--- config.mk ---
export PLATFORM = sky130hd
export DESIGN_NAME = truth_table_sweeper_flat
export DESIGN_NICKNAME = d
export VERILOG_FILES = /design/src/rtl/tt_pkg.sv /design/src/rtl/truth_table_sweeper_if.sv /design/src/rtl/tt_row_counter.sv /design/src/rtl/truth_table_sweeper.sv /design/src/flat_wrapper.sv
export SDC_FILE = /design/constraint.sdc
export NUM_CORES = 1
export LEC_CHECK = 0
export ABC_AREA = 1
export CORE_MARGIN = 4
export CORE_UTILIZATION = 48
export DETAILED_ROUTE_END_ITERATION = 10
export GPL_ROUTABILITY_DRIVEN = 0
export PLACE_DENSITY = 0.77
export SKIP_CTS_REPAIR_TIMING = 1
export SYNTH_ARGS = -nofsm -noshare
export SYNTH_HDL_FRONTEND = slang
export SYNTH_SLANG_ARGS = --single-unit
--- constraint.sdc ---
create_clock -name clk -period 2.07 [get_ports clk]
set_clock_uncertainty 0.05 [all_clocks]
set_input_delay 0.207 -clock clk [delete_from_list [all_inputs] [get_ports clk]]
set_output_delay 0.207 -clock clk [all_outputs]
set_load 0.05 [all_outputs]
--- src/rtl/tt_pkg.sv ---
// ============================================================================
// Module  : tt_pkg
// Brief   : Shared state encodings, mode constants and row evaluation helper
//           for the truth-table sweeper.
// Revision: 1.0 - initial release
// ============================================================================
`default_nettype none

package tt_pkg;

  typedef enum logic [1:0] {
    TT_IDLE  = 2'd0,
    TT_SWEEP = 2'd1,
    TT_DONE  = 2'd2
  } tt_state_e;

  localparam logic TT_MODE_SOP = 1'b0;
  localparam logic TT_MODE_POS = 1'b1;

  // A listed maxterm makes its row evaluate to 0, so POS inverts the mask bit.
  function automatic logic tt_eval(input logic mask_bit, input logic mode);
    return (mode == TT_MODE_SOP) ? mask_bit : ~mask_bit;
  endfunction

endpackage

`default_nettype wire

--- src/rtl/truth_table_sweeper_if.sv ---
// ============================================================================
// Module  : truth_table_sweeper_if
// Brief   : Control/row-stream bundle of the truth-table sweeper.
//           TT_CHECK_EN adds expect_mask / mismatch_cnt.
// Revision: 1.0 - initial release
// ============================================================================
`default_nettype none

interface truth_table_sweeper_if #(
  parameter int N_VARS = 3
);
  logic                   start;
  logic                   mode;
  logic [2**N_VARS-1:0]   term_mask;
  logic                   out_ready;
  logic                   row_valid;
  logic [N_VARS-1:0]      row_idx;
  logic                   row_out;
  logic                   busy;
  logic                   done;
  logic [N_VARS:0]        ones_count;
`ifdef TT_CHECK_EN
  logic [2**N_VARS-1:0]   expect_mask;
  logic [N_VARS:0]        mismatch_cnt;

  modport master (
    output start, mode, term_mask, out_ready, expect_mask,
    input  row_valid, row_idx, row_out, busy, done, ones_count, mismatch_cnt
  );
  modport slave (
    input  start, mode, term_mask, out_ready, expect_mask,
    output row_valid, row_idx, row_out, busy, done, ones_count, mismatch_cnt
  );
`else
  modport master (
    output start, mode, term_mask, out_ready,
    input  row_valid, row_idx, row_out, busy, done, ones_count
  );
  modport slave (
    input  start, mode, term_mask, out_ready,
    output row_valid, row_idx, row_out, busy, done, ones_count
  );
`endif
endinterface

`default_nettype wire

--- src/rtl/tt_row_counter.sv ---
// ============================================================================
// Module  : tt_row_counter
// Brief   : Row index counter with synchronous clear, enable and last flag.
// Revision: 1.0 - initial release
// ============================================================================
`default_nettype none

module tt_row_counter #(
  parameter int WIDTH = 3
) (
  input  logic             clk,
  input  logic             rst_n,
  input  logic             clr,
  input  logic             en,
  output logic [WIDTH-1:0] idx,
  output logic             last
);

  logic [WIDTH-1:0] r_idx;

  always_ff @(posedge clk or negedge rst_n) begin
    if (!rst_n) begin
      r_idx <= '0;
    end else if (clr) begin
      r_idx <= '0;
    end else if (en) begin
      r_idx <= r_idx + WIDTH'(1);
    end
  end

  assign idx  = r_idx;
  assign last = (r_idx == {WIDTH{1'b1}});

endmodule

`default_nettype wire

--- src/rtl/truth_table_sweeper.sv ---
// ============================================================================
// Module  : truth_table_sweeper
// Brief   : Streams the truth table of an SOP/POS term list one row per
//           handshake and counts the rows that evaluate to 1.
//           TT_CHECK_EN adds a per-row comparison against expect_mask.
// Revision: 1.0 - initial release
// ============================================================================
`default_nettype none

module truth_table_sweeper
  import tt_pkg::*;
#(
  parameter int N_VARS = 3
) (
  input  logic                   clk,
  input  logic                   rst_n,
  truth_table_sweeper_if.slave   bus
);

  localparam int ROWS = 2**N_VARS;

  tt_state_e          r_state;
  logic               r_mode;
  logic [ROWS-1:0]    r_mask;
  logic               r_row_valid;
  logic               r_row_out;
  logic               r_busy;
  logic               r_done;
  logic [N_VARS:0]    r_ones;

  logic               w_start;
  logic               w_hs;
  logic               w_last;
  logic [N_VARS-1:0]  w_idx;
  logic [N_VARS-1:0]  w_next_idx;

  assign w_start    = (r_state == TT_IDLE) && bus.start;
  assign w_hs       = r_row_valid && bus.out_ready;
  assign w_next_idx = w_idx + N_VARS'(1);

  // Index resets on the last accepted row so it already reads 0 in DONE.
  tt_row_counter #(
    .WIDTH (N_VARS)
  ) u_row_counter (
    .clk   (clk),
    .rst_n (rst_n),
    .clr   (w_start || (w_hs && w_last)),
    .en    (w_hs && !w_last),
    .idx   (w_idx),
    .last  (w_last)
  );

  always_ff @(posedge clk or negedge rst_n) begin
    if (!rst_n) begin
      r_state     <= TT_IDLE;
      r_mode      <= TT_MODE_SOP;
      r_mask      <= '0;
      r_row_valid <= 1'b0;
      r_row_out   <= 1'b0;
      r_busy      <= 1'b0;
      r_done      <= 1'b0;
      r_ones      <= '0;
    end else begin
      case (r_state)
        TT_IDLE: begin
          r_done <= 1'b0;
          if (w_start) begin
            r_mode      <= bus.mode;
            r_mask      <= bus.term_mask;
            r_ones      <= '0;
            r_row_valid <= 1'b1;
            r_busy      <= 1'b1;
            r_row_out   <= tt_eval(bus.term_mask[0], bus.mode);
            r_state     <= TT_SWEEP;
          end
        end
        TT_SWEEP: begin
          if (w_hs) begin
            r_ones <= r_ones + {{N_VARS{1'b0}}, r_row_out};
            if (w_last) begin
              r_row_valid <= 1'b0;
              r_busy      <= 1'b0;
              r_row_out   <= 1'b0;
              r_state     <= TT_DONE;
            end else begin
              r_row_out <= tt_eval(r_mask[w_next_idx], r_mode);
            end
          end
        end
        TT_DONE: begin
          r_done  <= 1'b1;
          r_state <= TT_IDLE;
        end
        default: r_state <= TT_IDLE;
      endcase
    end
  end

`ifdef TT_CHECK_EN
  logic [ROWS-1:0]  r_expect;
  logic [N_VARS:0]  r_mis;

  always_ff @(posedge clk or negedge rst_n) begin
    if (!rst_n) begin
      r_expect <= '0;
      r_mis    <= '0;
    end else if (w_start) begin
      r_expect <= bus.expect_mask;
      r_mis    <= '0;
    end else if ((r_state == TT_SWEEP) && w_hs && (r_row_out != r_expect[w_idx])) begin
      r_mis <= r_mis + (N_VARS+1)'(1);
    end
  end

  assign bus.mismatch_cnt = r_mis;
`endif

  assign bus.row_valid  = r_row_valid;
  assign bus.row_idx    = w_idx;
  assign bus.row_out    = r_row_out;
  assign bus.busy       = r_busy;
  assign bus.done       = r_done;
  assign bus.ones_count = r_ones;

endmodule

`default_nettype wire

--- src/flat_wrapper.sv ---
// flat-port wrapper written by rule: the top's interface ports become plain ports
module truth_table_sweeper_flat import tt_pkg::*;
#(
  parameter int N_VARS = 3
)
  (clk, rst_n, bus_start, bus_mode, bus_term_mask, bus_out_ready, bus_row_valid, bus_row_idx, bus_row_out, bus_busy, bus_done, bus_ones_count);
  truth_table_sweeper_if #(.N_VARS(N_VARS)) bus_i ();
  input  logic clk;
  input  logic rst_n;
  input wire logic [$bits(bus_i.start)-1:0] bus_start;
  input wire logic [$bits(bus_i.mode)-1:0] bus_mode;
  input wire logic [$bits(bus_i.term_mask)-1:0] bus_term_mask;
  input wire logic [$bits(bus_i.out_ready)-1:0] bus_out_ready;
  output wire logic [$bits(bus_i.row_valid)-1:0] bus_row_valid;
  output wire logic [$bits(bus_i.row_idx)-1:0] bus_row_idx;
  output wire logic [$bits(bus_i.row_out)-1:0] bus_row_out;
  output wire logic [$bits(bus_i.busy)-1:0] bus_busy;
  output wire logic [$bits(bus_i.done)-1:0] bus_done;
  output wire logic [$bits(bus_i.ones_count)-1:0] bus_ones_count;
  assign bus_i.start = bus_start;
  assign bus_i.mode = bus_mode;
  assign bus_i.term_mask = bus_term_mask;
  assign bus_i.out_ready = bus_out_ready;
  assign bus_row_valid = bus_i.row_valid;
  assign bus_row_idx = bus_i.row_idx;
  assign bus_row_out = bus_i.row_out;
  assign bus_busy = bus_i.busy;
  assign bus_done = bus_i.done;
  assign bus_ones_count = bus_i.ones_count;
  truth_table_sweeper #(.N_VARS(N_VARS)) u_core (.clk(clk), .rst_n(rst_n), .bus(bus_i));
endmodule
==> results of run 1 <==
path summary, 6_finish.rpt:
kind / start / end / slack, ns / depth (start not counted)
worst max-delay path: u_core.u_row_counter.idx[0]$_DFFE_PN0P_ / bus_row_idx[0] / 0.11 / 1
worst min-delay path: rst_n / u_core.r_mask[4]$_DFFE_PN0P_ / 0.18 / 2
worst max register to register: u_core.u_row_counter.idx[0]$_DFFE_PN0P_ / u_core.bus.row_out$_DFFE_PN0P_ / 0.41 / 7
worst min register to register: u_core.bus.done$_DFFE_PN0P_ / u_core.bus.done$_DFFE_PN0P_ / 0.44 / 1
max in group asynchronous: rst_n / u_core.r_mask[3]$_DFFE_PN0P_ / 1.57 / 2
min in group clk: bus_term_mask[5] / u_core.r_mask[5]$_DFFE_PN0P_ / 0.42 / 3
per-stage QoR:
stage / cell area (um^2) / setup slack [ns] / hold slack, ns
CTS: 1330 / 0.102 / 0.182
finish: 1330 / 0.112 / 0.177
global route: 1330 / 0.0498 / 0.192
global placement: 1300 / 0.435 / 0.411
detailed placement: 1300 / 0.404 / 0.424
floorplan: 1040 / 0.344 / -0.139
kinds of logic (layout without fill, tap and decap cells):
group / after synthesis / after routing
AOI/OAI and AO/OA: 23 / 23
adders and majority gates: 4 / 4
buffers and inverters: 26 / 52
DFF: 21 / 21
and+or+nand+nor: 51 / 51
final cells by class:
| class | count | area share |
|---|---|---|
| clock buffer | 4 | 0.0198 |
| inverter | 23 | 0.0651 |
| multi-input combinational | 78 | 0.308 |
| sequential | 21 | 0.396 |
| tap | 27 | 0.0255 |
| timing repair buffer | 25 | 0.185 |
metal layers:
layer / global-route usage / share of wire / routed length [um]
met5: 0 / 0 / 0
met4: 0.0498 / 0.0080 / 17
met3: 0.0490 / 0.050 / 107
met2: 0.256 / 0.46 / 986
met1: 0.244 / 0.48 / 1020
cells in the mapped netlist:
| cell type | instances |
|---|---|
| a21oi_1 | 4 |
| buf_4 | 1 |
| buf_6 | 1 |
| clkbuf_1 | 1 |
| dfrtp_1 | 21 |
| ha_1 | 4 |
| inv_1 | 19 |
| inv_2 | 4 |
| nand2_1 | 29 |
| nand2_2 | 1 |
| nand3_1 | 13 |
| nand4_1 | 1 |
| nor2_1 | 3 |
| nor2_2 | 2 |
| nor2_4 | 1 |
| nor2_8 | 1 |
| o21a_1 | 1 |
| o21ai_0 | 17 |
| o21ai_1 | 1 |
sequential cells by signal (all words and copies together) (netlist names):
register,cells
u_core.bus.row_out,1
u_core.u_row_counter.idx,3
u_core.r_mode,1
u_core.r_state,2
u_core.r_mask,8
u_core.bus.ones_count,4
u_core.bus.row_valid,1
u_core.bus.done,1
cell usage in the layout (no fill, tap or decap):
cell type,n
nand2_1,29
clkdlybuf4s50_1,23
dfrtp_1,21
inv_1,19
o21ai_0,17
nand3_1,13
inv_2,4
a21oi_1,4
ha_1,4
nor2_1,3
clkbuf_4,3
nor2_2,2
buf_4,2
nand2_2,1
nor2_4,1
nor2_8,1
nand4_1,1
o21a_1,1
o21ai_1,1
clkbuf_1,1
power by group through the flow:
stage / sequential [W] / clock, W / combinational, W
global route: 0.000746 / 0.000218 / 0.00137
detailed placement: 0.000730 / 0 / 0.00123
floorplan: 0.00102 / 0 / 0.000560
finish: 0.000722 / 0.000192 / 0.00123
global placement: 0.000719 / 0 / 0.00121
CTS: 0.000723 / 0.000197 / 0.00124
==> flow_summary_export.csv, run 1 <==
group,metric,value,unit
power_and_ir_drop,seq_power_share,0.337,
timing,setup-tns-final,0,ns
worst_setup_path,crit_buf_inv,1,
worst_setup_path,crit_slowest_cell,"clkdlybuf4s50_1",
power_and_ir_drop,clkPwrFrac,0.090,
synthesis,yosysTopAreaCellShare,0.504,
timing,period_needed,1.96,ns
power_and_ir_drop,p_sw,0.00104,W
clocking,cts_tree,"yes",
layout,fin_cells,178,
synthesis,synth_compound_area_frac,0.113,
worst_setup_path,worst_path_largest_cell_delay,0.86,ns
die,rows,16,
run_status,status,"completed",
layout,layout.nets,169,
detailed_routing,wl,2.13,mm
timing,rsz0062_at_grt,"false",
worst_setup_path,cpLargestDelayFamily,"buffers and inverters",
placement,portBuffers,23,
timing,fin_crit_sh,0.946,
global_route,grt_pass1_wl,3.66,mm
worst_setup_path,worstSetupPathType,"register to primary output",
clocking,cts_buffer_depth,2,
timing,finalHoldViolCount,0,
timing,setup_viol,0,
timing,max_freq,511,MHz
die,io_pins,24,
power_and_ir_drop,peakVddDrop,0.000962,V
synthesis,yosys_warnings,0,
layout,final_layout_size_suffix_gt1_frac,0.0927,
synthesis,netlist_area,0.00104,mm^2
power_and_ir_drop,pwr-share-comb,0.573,
synthesis,synth_mux_area_frac,0,
clocking,cts.sinks,21,
detailed_routing,via_per_inst,4.84,
layout,multi_input_area,409,um^2
power_and_ir_drop,p_per_area,1610,mW/mm^2
power_and_ir_drop,intPower,0.00110,W
power_and_ir_drop,leakagePower,0.656,nW
placement,dp_hpwl,1.66,mm
synthesis,synth-xor-area-share,0,
layout,area_growth_syn_to_layout,27.1,%
detailed_routing,drcViolationCount,0,
global_route,grt_usage,0.173,
run,max-cap-violations,0,
detailed_routing,dr.pass1.iters,4,
die,dieWidth,54.6,um
worst_setup_path,cp.required,1.81,ns
synthesis,synthesis.nets,142,
detailed_routing,num_vias,861,
synthesis,synth_top_family_by_area,"simple AND/OR/NAND/NOR gates",
layout,postLayoutCoreUtil,0.656,
clocking,clockRootBuffer,"clkbuf_4",
timing,slew_viol_final,0,
worst_setup_path,endpoint_kind,"primary output",
timing,relSlewSlack,0.666,
global_route,grt_start_max_net_pins,22,
layout,final-seq-area,526,um^2
clocking,clkTransAtPathRegs,0.11,ns
die,die_h,54.6,um
hold_path,worst_hold_path_type,"input pin to asynchronous set/reset pin",
clocking,htree_levels,1,
clocking,numCtsBuffers,3,
detailed_routing,drtIter0Drc,14,
power_and_ir_drop,fin_total_pwr,0.00214,W
layout,n_fill_cell,170,
synthesis,synthTopCellsByArea,"dfrtp_1 50%, nand2_1 10%, o21ai_0 8.2%, inv_1 6.8%, nand3_1 6.2%",
synthesis,synthCells,125,
detailed_routing,wl_per_cell,11.9,um
layout,antennaDiodeCount,0,
die,dieArea,0.00298,mm^2
global_route,antenna_found_initial,0,
die,start_util,0.516,
detailed_routing,postRouteAntennaNets,0,
clocking,clock_latency,0.30,ns
worst_setup_path,cp.arrival,1.70,ns
global_route,overflow,0,
synthesis,avgSynthCellArea,8.35,um^2
synthesis,synth_area_leader_cell,"dfrtp_1",
power_and_ir_drop,sw_frac_of_total,0.484,
synthesis,synthSimpleGateAreaFrac,0.231,
synthesis,synth_cell_types,19,
timing,worst_pin_slew,0.499,ns
synthesis,ys_seq_area_frac,0.504,
worst_setup_path,start_kind,"register",
global_route,grt_pass1_vias,819,
synthesis,synth_fa_ha_area_frac,0.0480,
worst_setup_path,path_cells,"clkdlybuf4s50_1",
die,fp.coreArea,0.00202,mm^2
placement,dp_cells,174,
synthesis,synth_seq_cells,21,
worst_setup_path,crit_fanout,9,
No activity file was read; power rests on OpenSTA's default activity.
==> inputs of run 2 (changes only) <==
--- a/config.mk
+++ b/config.mk
@@ -7,11 +7,12 @@
 export LEC_CHECK = 0
 export ABC_AREA = 1
 export CORE_MARGIN = 4
-export CORE_UTILIZATION = 48
+export CORE_UTILIZATION = 49
 export DETAILED_ROUTE_END_ITERATION = 10
 export GPL_ROUTABILITY_DRIVEN = 0
-export PLACE_DENSITY = 0.77
+export PLACE_DENSITY = 0.78
 export SKIP_CTS_REPAIR_TIMING = 1
 export SYNTH_ARGS = -nofsm -noshare
 export SYNTH_HDL_FRONTEND = slang
+export SYNTH_HIERARCHICAL = 1
 export SYNTH_SLANG_ARGS = --single-unit
==> flow_summary_export.csv, run 2 <==
group,metric,value,unit
synthesis,synthTopCellsByArea,"dfrtp_1 49%, nand2_1 17%, nand3_1 6.5%, ha_1 5.8%, nor2_1 3.8%",
layout,final_layout_size_suffix_gt1_frac,0.126,
detailed_routing,wl,2.00,mm
layout,largest_register,"u_core/r_mask",
layout,area_growth_syn_to_layout,26.2,%
worst_setup_path,endpoint_kind,"primary output",
timing,finalHoldViolCount,0,
synthesis,yosysTopAreaCellShare,0.486,
synthesis,ys_seq_area_frac,0.486,
global_route,overflow,0,
layout,antennaDiodeCount,0,
synthesis,yosys_warnings,6,
worst_setup_path,r2r_end,"u_core/u_row_counter/idx[0]$_DFFE_PN0P_",
timing,slew_viol_final,0,
die,io_pins,24,
synthesis,synth_seq_cells,21,
synthesis,yosysMostFrequentCell,"nand2_1",
power_and_ir_drop,p_per_area,1640,mW/mm^2
global_route,grt_pass1_vias,863,
run_status,status,"completed",
detailed_routing,drtIter0Drc,16,
layout,layout_common_cells,"48 x nand2_1, 23 x clkdlybuf4s50_1, 21 x dfrtp_1",
die,dieWidth,55.0,um
synthesis,synth_area_leader_cell,"dfrtp_1",
worst_setup_path,crit_slowest_cell,"clkdlybuf4s50_1",
synthesis,synth_edf_count,0,
timing,rsz0062_at_grt,"false",
global_route,grt_start_max_net_pins,22,
timing,worst_pin_slew,0.496,ns
timing,relSlewSlack,0.668,
synthesis,avgSynthCellArea,8.14,um^2
layout,final_common_cell,"nand2_1",
global_route,grt_usage,0.164,
timing,holdWs,0.182,ns
worst_setup_path,worstSetupPathType,"register to primary output",
clocking,numCtsBuffers,3,
worst_setup_path,start_kind,"register",
clocking,clockRootBuffer,"clkbuf_4",
detailed_routing,wl_per_cell,10.8,um
global_route,grt_pass1_wl,3.54,mm
detailed_routing,drcViolationCount,0,
synthesis,async_flop_share,1.00,
global_route,grt_busiest_layer,"met2",
synthesis,ys.flop_type,"dfrtp_1",
synthesis,synth_cell_types,17,
worst_setup_path,cpLargestDelayFamily,"buffers and inverters",
timing,fin_crit_sh,0.939,
synthesis,yosys-top-cells-count,"48 x nand2_1, 21 x dfrtp_1, 14 x nand3_1",
global_route,antenna_found_initial,0,
detailed_routing,dr.pass1.iters,4,
clocking,cts.sinks,21,
layout,largest_reg_flops,8,
placement,portBuffers,23,
synthesis,synthesis.nets,151,
placement,dp_hpwl,1.56,mm
die,die_h,55.0,um
clocking,htree_levels,1,
power_and_ir_drop,leakagePower,0.718,nW
global_route,use_met1,0.196,
die,start_util,0.535,
layout,postLayoutCoreUtil,0.676,
synthesis,netlist_area,0.00108,mm^2
run,max-cap-violations,0,
timing,setup-tns-final,0,ns
worst_setup_path,worst_r2r_path_depth,7,
global_route,grt_util_met3,0.0241,
die,fp.coreArea,0.00202,mm^2
timing,setup_viol,0,
hold_path,worst_hold_path_type,"input pin to asynchronous set/reset pin",
power_and_ir_drop,peakVddDrop,0.000975,V
die,rows,16,
worst_setup_path,r2r_slack,0.48,ns
worst_setup_path,crit_buf_inv,1,
worst_setup_path,cp.required,1.81,ns
die,dieArea,0.00302,mm^2
timing,max_freq,515,MHz
global_route,use_met2,0.289,
layout,n_fill_cell,165,
clocking,cts_buffer_depth,2,
worst_setup_path,crit_fanout,10,
clocking,clock_latency,0.30,ns
clocking,clkTransAtPathRegs,0.12,ns
worst_setup_path,cp.arrival,1.69,ns
worst_setup_path,worst_path_largest_cell_delay,0.86,ns
detailed_routing,via_per_inst,4.91,
synthesis,synthCells,133,
detailed_routing,num_vias,913,
clocking,cts_tree,"yes",
worst_setup_path,r2r_start,"u_core/u_row_counter/idx[0]$_DFFE_PN0P_",
timing,period_needed,1.94,ns
layout,layout.nets,178,
worst_setup_path,path_cells,"clkdlybuf4s50_1",
detailed_routing,postRouteAntennaNets,0,
-- run 2: how the worst max path moves through the flow --
stage,startpoint,endpoint,slack (ns),cells after the start
floorplan,u_core/u_row_counter/idx[0]$_DFFE_PN0P_,u_core/u_row_counter/idx[0]$_DFFE_PN0P_,0.36,7
finish,u_core/u_row_counter/idx[0]$_DFFE_PN0P_,bus_row_idx[0],0.13,1
CTS,u_core/u_row_counter/idx[0]$_DFFE_PN0P_,bus_row_idx[0],0.09,1
detailed placement,u_core/u_row_counter/idx[0]$_DFFE_PN0P_,bus_row_idx[0],0.44,1
global route,u_core/u_row_counter/idx[0]$_DFFE_PN0P_,bus_row_idx[0],0.06,1
global placement,u_core/u_row_counter/idx[0]$_DFFE_PN0P_,bus_row_idx[0],0.46,1
-- run 2: area by class of cell --
type / count / area, um^2 / area share
Clock buffer: 3 / 22.5 / 0.0165
Clock inverter: 1 / 5.00 / 0.00366
Inverter: 13 / 48.8 / 0.0357
Multi-Input combinational cell: 97 / 493 / 0.361
Sequential cell: 21 / 526 / 0.385
Tap cell: 27 / 33.8 / 0.0247
Timing Repair Buffer: 24 / 238 / 0.174
-- run 2: kinds of logic (layout without fill, tap and decap cells) --
family,count (synthesis),in the layout,share of synthesized area
buffers and inverters,15,41,0.0589
AO/OA/AOI/OAI,6,6,0.0312
adder cells (fa/ha/maj),5,5,0.0578
AND/OR/NAND/NOR,83,83,0.342
XOR/XNOR,3,3,0.0243
flip-flops,21,21,0.486
-- run 2: stage by stage --
step	instance area, um^2	total power, W	std cells	worst slack [ns]
2_1_floorplan	1080	0.00171	133	0.356
3_3_place_gp	1340	0.00202	182	0.462
3_5_place_dp	1340	0.00207	182	0.443
4_1_cts	1370	0.00227	186	0.0934
5_1_grt	1370	0.00246	186	0.0619
6_report	1370	0.00224	186	0.127
-- run 2: layer usage --
metal	share of wire	wire (um)
met3	0.044	88
met4	0.0050	10
met5	0	0
met1	0.45	908
met2	0.50	996
-- run 2: where the power goes --
group	internal, W	switching (W)	leakage, nW
Combinational	0.000476	0.000838	0.441
Sequential	0.000590	0.000143	0.259
Clock	0.0000721	0.000126	0.0177
==> inputs of run 3 (changes only) <==
--- a/config.mk
+++ b/config.mk
@@ -7,10 +7,10 @@
 export LEC_CHECK = 0
 export ABC_AREA = 1
 export CORE_MARGIN = 4
-export CORE_UTILIZATION = 49
+export CORE_UTILIZATION = 42
 export DETAILED_ROUTE_END_ITERATION = 10
 export GPL_ROUTABILITY_DRIVEN = 0
-export PLACE_DENSITY = 0.78
+export PLACE_DENSITY = 0.68
 export SKIP_CTS_REPAIR_TIMING = 1
 export SYNTH_ARGS = -nofsm -noshare
 export SYNTH_HDL_FRONTEND = slang
==> flow_summary_export.csv, run 3 (synthesis results as in run 2) <==
group,metric,value,unit
power_and_ir_drop,peakVddDrop,0.000881,V
detailed_routing,wl_per_cell,11.4,um
detailed_routing,num_vias,916,
placement,dp_cells,185,
global_route,grt_usage,0.137,
layout,final_layout_size_suffix_gt1_frac,0.119,
worst_setup_path,worst_path_largest_cell_delay,0.87,ns
worst_setup_path,start_kind,"register",
clocking,numCtsBuffers,3,
timing,setup_viol,0,
detailed_routing,wl,2.16,mm
die,die_h,58.8,um
layout,largest_register,"u_core/r_mask",
clocking,clockRootBuffer,"clkbuf_4",
placement,dp_hpwl,1.63,mm
worst_setup_path,path_cells,"clkdlybuf4s50_1",
detailed_routing,postRouteAntennaNets,0,
die,start_util,0.437,
placement,placed_area,0.00134,mm^2
run_status,status,"completed",
detailed_routing,drtIter0Drc,20,
timing,max_freq,508,MHz
worst_setup_path,crit_fanout,10,
global_route,grt_pass1_wl,3.68,mm
clocking,clkTransAtPathRegs,0.12,ns
timing,slew_viol_final,0,
global_route,overflow,0,
timing,worst_pin_slew,0.503,ns
power_and_ir_drop,fin_total_pwr,0.00224,W
worst_setup_path,cpLargestDelayFamily,"buffers and inverters",
worst_setup_path,endpoint_kind,"primary output",
power_and_ir_drop,leakagePower,0.715,nW
layout,area_growth_syn_to_layout,26.5,%
layout,fin_area,0.00137,mm^2
worst_setup_path,worstSetupPathType,"register to primary output",
worst_setup_path,crit_slowest_cell,"clkdlybuf4s50_1",
clocking,cts_tree,"yes",
timing,holdWs,0.184,ns
layout,final_common_cell,"nand2_1",
die,dieArea,0.00345,mm^2
clocking,cts_buffer_depth,2,
global_route,antenna_found_initial,0,
die,io_pins,24,
worst_setup_path,crit_buf_inv,1,
layout,layout.nets,178,
timing,finalHoldViolCount,0,
timing,period_needed,1.97,ns
placement,portBuffers,23,
clocking,clock_latency,0.30,ns
layout,antennaDiodeCount,0,
detailed_routing,drcViolationCount,0,
detailed_routing,via_per_inst,4.85,
worst_setup_path,cp.required,1.81,ns
clocking,htree_levels,1,
power_and_ir_drop,p_per_area,1640,mW/mm^2
timing,setup-tns-final,0,ns
worst_setup_path,cp.arrival,1.71,ns
die,rows,18,
detailed_routing,dr.pass1.iters,4,
hold_path,worst_hold_path_type,"input pin to asynchronous set/reset pin",
timing,fin_crit_sh,0.951,
die,fp.coreArea,0.00248,mm^2
timing,rsz0062_at_grt,"false",
run,max-cap-violations,0,
die,dieWidth,58.8,um
layout,layout_common_cells,"48 x nand2_1, 23 x clkdlybuf4s50_1, 21 x dfrtp_1",
global_route,grt_pass1_vias,910,
layout,fin_cells,189,
layout,largest_reg_flops,8,
global_route,grt_start_max_net_pins,22,
clocking,cts.sinks,21,
timing,relSlewSlack,0.664,
==> run 3: cell count changes in the layout (fill, tap and decap cells not counted), sizes merged <==
cell	before	now
clkinv	1	0
clkbuf	3	4
==> run 3: power breakdown <==
| part | total (W) | internal (W) | leakage, nW | switching (W) |
|---|---|---|---|---|
| combinational | 0.00131 | 0.000474 | 0.441 | 0.000839 |
| clock | 0.000195 | 0.0000749 | 0.0150 | 0.000120 |
| sequential | 0.000736 | 0.000590 | 0.259 | 0.000146 |
| total | 0.00224 | 0.00114 | 0.715 | 0.00110 |
==> run 3: layer usage <==
metal  track usage  wire (um)
met3        0.0241        137
met2         0.241       1090
met1         0.164        913
met5             0          0
met4        0.0518         18
==> run 3: final cells by class <==
class | count | area [um^2]
clock buffers | 4 | 26.3
fillers | 253 | 1110
inverters | 13 | 48.8
multi-input cells | 97 | 493
flip-flops and latches | 21 | 526
well taps | 30 | 37.5
repair buffers | 24 | 238
==> run 3: metrics by stage <==
stage / worst slack (ns) / util
global route: 0.0424 / 0.553
global placement: 0.452 / 0.542
detailed placement: 0.435 / 0.542
floorplan: 0.356 / -
finish: 0.102 / 0.553
CTS: 0.0939 / 0.553
==> run 3: worst paths after layout <==
path                                                          from                                      end  slack (ns)  cells past startpoint
max                        u_core/u_row_counter/idx[0]$_DFFE_PN0P_                           bus_row_idx[0]        0.10                      1
min                                                          rst_n     u_core/bus.ones_count[2]$_DFFE_PN0P_        0.18                      2
max reg2reg                u_core/u_row_counter/idx[0]$_DFFE_PN0P_  u_core/u_row_counter/idx[2]$_DFFE_PN0P_        0.45                      7
min reg2reg                           u_core/r_mask[6]$_DFFE_PN0P_             u_core/r_mask[6]$_DFFE_PN0P_        0.45                      2
max in group asynchronous                                    rst_n             u_core/r_mask[4]$_DFFE_PN0P_        1.57                      2
min in group clk                                  bus_term_mask[6]             u_core/r_mask[6]$_DFFE_PN0P_        0.38                      3
